File: config.mk
export PLATFORM = sky130hd
export DESIGN_NAME = ofdm_tx_symbol_scheduler
export DESIGN_NICKNAME = d
export VERILOG_FILES = /design/src/rtl/ofdm_tx_pkg.sv /design/src/rtl/ofdm_tx_word_packer.sv /design/src/rtl/ofdm_tx_symbol_scheduler.sv
export SDC_FILE = /design/constraint.sdc
export NUM_CORES = 1
export LEC_CHECK = 0
export ABC_AREA = 1
export CELL_PAD_IN_SITES_DETAIL_PLACEMENT = 2
export CELL_PAD_IN_SITES_GLOBAL_PLACEMENT = 2
export CORE_MARGIN = 2
export CORE_UTILIZATION = 31
export DETAILED_ROUTE_END_ITERATION = 8
export PLACE_DENSITY_LB_ADDON = 0.1
export SLEW_MARGIN = 20
export SYNTH_ARGS = -nofsm -noshare
export SYNTH_HDL_FRONTEND = slang
export SYNTH_SLANG_ARGS = --single-unit
File: constraint.sdc
create_clock -name clk -period 4.24 [get_ports clk]
set_clock_uncertainty 0.2 [all_clocks]
set_input_delay 1.06 -clock clk [delete_from_list [all_inputs] [get_ports clk]]
set_output_delay 1.06 -clock clk [all_outputs]
set_load 0.1 [all_outputs]
File: src/rtl/ofdm_tx_pkg.sv
// Shared constants and state encoding for the OFDM Tx symbol scheduler.
package ofdm_tx_pkg;

    localparam int WORD_W        = 32;
    localparam int WORDS_PER_SYM = 7;
    localparam int SYM_W         = WORD_W * WORDS_PER_SYM;
    localparam int NSYM_W        = 8;

    localparam logic [SYM_W-1:0] PREAMBLE_DEF = {WORDS_PER_SYM{32'hA5A5_5A5A}};

    typedef enum logic [2:0] {
        ST_IDLE  = 3'd0,
        ST_PRE   = 3'd1,
        ST_FILL  = 3'd2,
        ST_ISSUE = 3'd3,
        ST_PAD   = 3'd4,
        ST_DRAIN = 3'd5,
        ST_DONE  = 3'd6
    } state_e;

endpackage

File: src/rtl/ofdm_tx_word_packer.sv
// Slot register that assembles WORDS_PER_SYM input words into one symbol.
module ofdm_tx_word_packer
    import ofdm_tx_pkg::*;
#(
    parameter int WP_WORD_W = WORD_W,
    parameter int WP_WORDS  = WORDS_PER_SYM
) (
    input  logic                              clk,
    input  logic                              nreset,
    input  logic                              clr_i,
    input  logic                              load_i,
    input  logic [WP_WORD_W-1:0]              data_i,
    output logic [WP_WORDS-1:0][WP_WORD_W-1:0] slots_o,
    output logic                              full_o
);

    localparam int WCNT_W = (WP_WORDS > 1) ? $clog2(WP_WORDS) : 1;
    localparam logic [WCNT_W-1:0] WCNT_LAST = WCNT_W'(WP_WORDS - 1);

    logic [WP_WORDS-1:0][WP_WORD_W-1:0] slot_q;
    logic [WCNT_W-1:0]                  wcnt_q;

    // full_o flags the load that completes the symbol, so the FSM can issue next cycle
    assign full_o  = load_i && (wcnt_q == WCNT_LAST);
    assign slots_o = slot_q;

    always_ff @(posedge clk or negedge nreset) begin
        if (!nreset) begin
            slot_q <= '0;
            wcnt_q <= '0;
        end else if (clr_i) begin
            slot_q <= '0;
            wcnt_q <= '0;
        end else if (load_i) begin
            for (int k = 0; k < WP_WORDS; k++) begin
                if (wcnt_q == WCNT_W'(k)) slot_q[k] <= data_i;
            end
            wcnt_q <= full_o ? '0 : wcnt_q + 1'b1;
        end
    end

endmodule

File: src/rtl/ofdm_tx_symbol_scheduler.sv
// Frame sequencer: preamble, word packing, zero padding to cfg_nsym symbols, overlength drain.
module ofdm_tx_symbol_scheduler
    import ofdm_tx_pkg::*;
#(
    parameter int                            P_WORD_W        = WORD_W,
    parameter int                            P_WORDS_PER_SYM = WORDS_PER_SYM,
    parameter int                            P_NSYM_W        = NSYM_W,
    parameter bit                            PREAMBLE_EN     = 1'b1,
    parameter logic [P_WORD_W*P_WORDS_PER_SYM-1:0] PREAMBLE   = PREAMBLE_DEF
) (
    input  logic                                   clk,
    input  logic                                   nreset,
    input  logic                                   enable,
    input  logic [P_NSYM_W-1:0]                    cfg_nsym,
    input  logic [P_WORD_W-1:0]                    s_data,
    input  logic                                   s_valid,
    input  logic                                   s_last,
    output logic                                   s_ready,
    output logic [P_WORD_W*P_WORDS_PER_SYM-1:0]    sym,
    output logic                                   sym_valid,
    input  logic                                   sym_wready,
    output logic                                   busy,
    output logic                                   frame_done,
    output logic [15:0]                            frame_cnt,
    output logic                                   err_long,
    input  logic                                   err_clr
);

    localparam int L_SYM_W = P_WORD_W * P_WORDS_PER_SYM;

    state_e                                    state_q, state_d;
    logic [P_NSYM_W-1:0]                       nsym_q, nsym_d;
    logic [P_NSYM_W-1:0]                       sym_cnt_q, sym_cnt_d;
    logic                                      last_q, last_d;
    logic                                      err_q;
    logic [15:0]                               fcnt_q;
    logic                                      err_set;
    logic                                      pk_clr, pk_load, pk_full;
    logic [P_WORDS_PER_SYM-1:0][P_WORD_W-1:0]  pk_slots;
    logic                                      xfer, cnt_hit;

    ofdm_tx_word_packer #(
        .WP_WORD_W (P_WORD_W),
        .WP_WORDS  (P_WORDS_PER_SYM)
    ) u_packer (
        .clk     (clk),
        .nreset  (nreset),
        .clr_i   (pk_clr),
        .load_i  (pk_load),
        .data_i  (s_data),
        .slots_o (pk_slots),
        .full_o  (pk_full)
    );

    // Outputs decode straight from the state register, so they are glitch-free and
    // cannot move while a symbol waits for sym_wready.
    assign sym_valid  = (state_q == ST_PRE) || (state_q == ST_ISSUE) || (state_q == ST_PAD);
    assign sym        = (state_q == ST_PRE)   ? PREAMBLE :
                        (state_q == ST_ISSUE) ? L_SYM_W'(pk_slots) : '0;
    assign busy       = (state_q != ST_IDLE);
    assign frame_done = (state_q == ST_DONE);
    assign frame_cnt  = fcnt_q;
    assign err_long   = err_q;

    assign xfer    = sym_valid && sym_wready;
    assign cnt_hit = ({1'b0, sym_cnt_q} + 1'b1) == {1'b0, nsym_q};

    always_comb begin
        state_d   = state_q;
        nsym_d    = nsym_q;
        sym_cnt_d = sym_cnt_q;
        last_d    = last_q;
        s_ready   = 1'b0;
        pk_clr    = 1'b0;
        pk_load   = 1'b0;
        err_set   = 1'b0;
        unique case (state_q)
            ST_IDLE: begin
                if (enable && s_valid) begin
                    nsym_d    = (cfg_nsym == '0) ? P_NSYM_W'(1) : cfg_nsym;
                    sym_cnt_d = '0;
                    last_d    = 1'b0;
                    if (PREAMBLE_EN) begin
                        state_d = ST_PRE;
                    end else begin
                        state_d = ST_FILL;
                        pk_clr  = 1'b1;
                    end
                end
            end
            ST_PRE: begin
                if (xfer) begin
                    state_d = ST_FILL;
                    pk_clr  = 1'b1;
                end
            end
            ST_FILL: begin
                s_ready = 1'b1;
                if (s_valid) begin
                    pk_load = 1'b1;
                    last_d  = s_last;
                    if (pk_full || s_last) state_d = ST_ISSUE;
                end
            end
            ST_ISSUE: begin
                if (xfer) begin
                    sym_cnt_d = sym_cnt_q + 1'b1;
                    if (cnt_hit) begin
                        if (last_q) begin
                            state_d = ST_DONE;
                        end else begin
                            err_set = 1'b1;
                            state_d = ST_DRAIN;
                        end
                    end else if (last_q) begin
                        state_d = ST_PAD;
                    end else begin
                        state_d = ST_FILL;
                        pk_clr  = 1'b1;
                    end
                end
            end
            ST_PAD: begin
                if (xfer) begin
                    sym_cnt_d = sym_cnt_q + 1'b1;
                    if (cnt_hit) state_d = ST_DONE;
                end
            end
            ST_DRAIN: begin
                s_ready = 1'b1;
                if (s_valid && s_last) state_d = ST_DONE;
            end
            ST_DONE: begin
                state_d = ST_IDLE;
            end
            default: begin
                state_d = ST_IDLE;
            end
        endcase
    end

    always_ff @(posedge clk or negedge nreset) begin
        if (!nreset) begin
            state_q   <= ST_IDLE;
            nsym_q    <= '0;
            sym_cnt_q <= '0;
            last_q    <= 1'b0;
        end else begin
            state_q   <= state_d;
            nsym_q    <= nsym_d;
            sym_cnt_q <= sym_cnt_d;
            last_q    <= last_d;
        end
    end

    // A new overlength event beats a same-cycle clear
    always_ff @(posedge clk or negedge nreset) begin
        if (!nreset) begin
            err_q  <= 1'b0;
            fcnt_q <= '0;
        end else begin
            if (err_set)      err_q <= 1'b1;
            else if (err_clr) err_q <= 1'b0;
            if (state_q == ST_DONE) fcnt_q <= fcnt_q + 16'd1;
        end
    end

endmodule
==> summary.txt <==
Clock network
  – Post-CTS Hold Buffers: 0
  – Setup bufs post-CTS: 0
  – # clock sinks: 264
  – Worst skew pair latency: 0.51 ns
  – CTS Root Cell: clkbuf_16
  – H-tree depth: 2
  – Clock buffer depth: 3
  – Post-CTS Resized: 0
  – Worst-path clk slew: 0.05 ns
  – CTS tree: built
  – Cts bufs inserted: 35

Synthesis
  – Top-count cell post-synth: nand2_1
  – Netlist cell types: 39
  – Synth Register Bits: 264
  – Syn_nets: 1624
  – Mapped Area: 12500 sq um
  – Top cell type's share of synthesized area: 0.527
  – Synth area leader: dfrtp_1
  – Syn Area/Cell: 8.00 sq um
  – Ranking of synthesized cells by area: dfrtp_1 (53%), nand2_1 (9.6%), inv_1 (7.9%)
  – Sequential-to-total area share from yosys stat: 0.527
  – Top FF cell, synth: dfrtp_1
  – Gate Count Post-Synth: 1567
  – Async SR Flop Fraction: 1.00
  – Synth top cells by count: nand2_1 (322), inv_1 (265), dfrtp_1 (264)
  – Post-synth EDFFs: 0
  – Warnings from Yosys: 0

Setup path
  – Worst EP arrival: 2.63 ns
  – Critical path class: reg2out
  – Worst setup SP type: register
  – CP endpoint kind: primary output
  – CP required: 2.98 ns
  – Crit Path Max Fanout: 65

Routing
  – DR DRC count: 0
  – DRT Pass-1 Iters: 4
  – Wire per inst: 20.5 um
  – Routed vias/inst: 4.78
  – Final WL: 49.0 mm
  – DR iter-0 viols: 562
  – Detail Route Antenna Nets: 0
  – Via count: 11400

Floorplan
  – Io pins: 292
  – Die span in x: 205 um
  – Total core area: 39800 sq um
  – Die Ht: 205 um
  – Die Footprint: 42100 sq um
  – Initial core utilization: 0.315
  – Num rows: 73

Global route
  – Initial antenna violation count: 0
  – GR Util met3: 0.0352
  – Met2 usage: 0.389
  – Layer carrying the most global-route usage: met2
  – Met1 Track Usage GR: 0.322
  – GRT overflow: 0
  – Total GRT Usage: 0.234
  – Vias in the first global route: 12300
  – Largest net degree at the start of global routing: 83
  – Global-route wire length before repair: 75.1 mm

Worst hold path
  – Hold WC Path Type: reg2reg

Timing
  – Final setup vio count: 0
  – Final count of hold timing violations: 0
  – Unrepaired setup endpoints after global routing: false
  – Final critical-path share of the clock period: 0.918
  – Slew Viols, Final: 0
  – Slew @ Worst Pin: 0.986 ns
  – Relative slew slack: 0.340
  – Fmax: 0.257 GHz
  – Setup total negative slack: 0 ns
  – Final Critical Period: 3.89 ns

Placement
  – Port Buffers: 291
  – RePlAce Congestion: 0.807
  – HPWL Detailed: 35.0 mm
  – Placed cell count: 2327
  – Area post-placement: 15800 sq um

Job
  – Max cap viols: 0

Final layout
  – N_diodes: 0
  – Share of layout cells above drive strength 1: 0.202
  – Final instance count without filler cells: 2390
  – Final #Nets: 1896
  – Area growth syn-to-layout: 34.9%
  – Post-Layout Inst Area: 16900 sq um

Outcome
  – Status: finished, final reports clean
[critical path, stage by stage (launching register included)]
cell and delay [ns]:
dfrtp_1 0.57, nor2_4 0.10, inv_4 0.61, buf_4 0.35, a21oi_1 0.12, buf_4 0.33
[per-layer routing]
metal / vias to the layer above / wire length (um)
met5: - / 0
met1: 5766 / 22200
met4: 0 / 963
met3: 58 / 2110
li1: 5344 / -
met2: 256 / 23800
[cell families after synthesis]
kind of cell	share of synthesized area
xor gates and xnor gates	0.0112
AOI/OAI and AO/OA	0.142
adders and majority gates	0.00998
and+or+nand+nor	0.193
DFF	0.527
muxes	0.000798
buffers and inverters	0.116
[area by class of cell]
type,instances,area (sq um)
Fill cell,4480,22900
Sequential cell,264,6610
Multi-Input combinational cell,945,4500
Timing Repair Buffer,320,3000
Clock buffer,56,1070
Inverter,273,1030
Tap cell,525,657
Clock inverter,7,52.6
[registers in the layout, indices dropped and copies added (netlist names)]
| register | count |
|---|---|
| err_long | 1 |
| frame_cnt | 16 |
| last_q | 1 |
| nsym_q | 8 |
| state_q | 3 |
| sym_cnt_q | 8 |
| u_packer.slots_o | 224 |
| u_packer.wcnt_q | 3 |
[worst paths after layout]
check                                           startpoint                                 to  slack [ns]  depth (start not counted)
max                                 state_q[2]$_DFFE_PN0P_                            sym[97]        0.35                          5
min                        u_packer.slots_o[2]$_DFFE_PN0P_    u_packer.slots_o[2]$_DFFE_PN0P_        0.29                          2
max reg2reg                       sym_cnt_q[0]$_DFFE_PN0P_  u_packer.slots_o[211]$_DFFE_PN0P_        0.49                         16
min reg2reg                u_packer.slots_o[2]$_DFFE_PN0P_    u_packer.slots_o[2]$_DFFE_PN0P_        0.29                          2
max in group asynchronous                           nreset   u_packer.slots_o[99]$_DFFE_PN0P_        2.53                          2
min in group asynchronous                           nreset           frame_cnt[2]$_DFFE_PN0P_        0.34                          1
[per-stage QoR]
stage	hold WS [ns]	setup slack (ns)	util
after floorplan	0.253	0.0989	-
after global placement	0.266	0.673	0.397
after detailed placement	0.271	0.493	0.397
after CTS	0.288	0.352	0.425
after global routing	0.308	0.111	0.425
final	0.286	0.348	0.425
[placed cells by master (no fill, tap or decap), types with 6 or more instances in the layout]
cell / count
xnor2_1: 8
clkbuf_16: 36
a21oi_1: 86
o21ai_1: 37
inv_1: 265
buf_4: 222
clkbuf_1: 11
buf_12: 35
o21ai_2: 21
nand4_1: 6
nor2_2: 14
clkbuf_8: 9
nand3_1: 23
nand2_1: 321
inv_2: 6
nor2_1: 191
ha_1: 10
dfrtp_1: 263
xor2_1: 8
o21ai_0: 182
nor2_4: 6
clkdlybuf4s50_1: 62
Power is left out: the tool's default activity adds up to more than one toggle a clock period on the data nets, which glitch-free logic cannot reach.
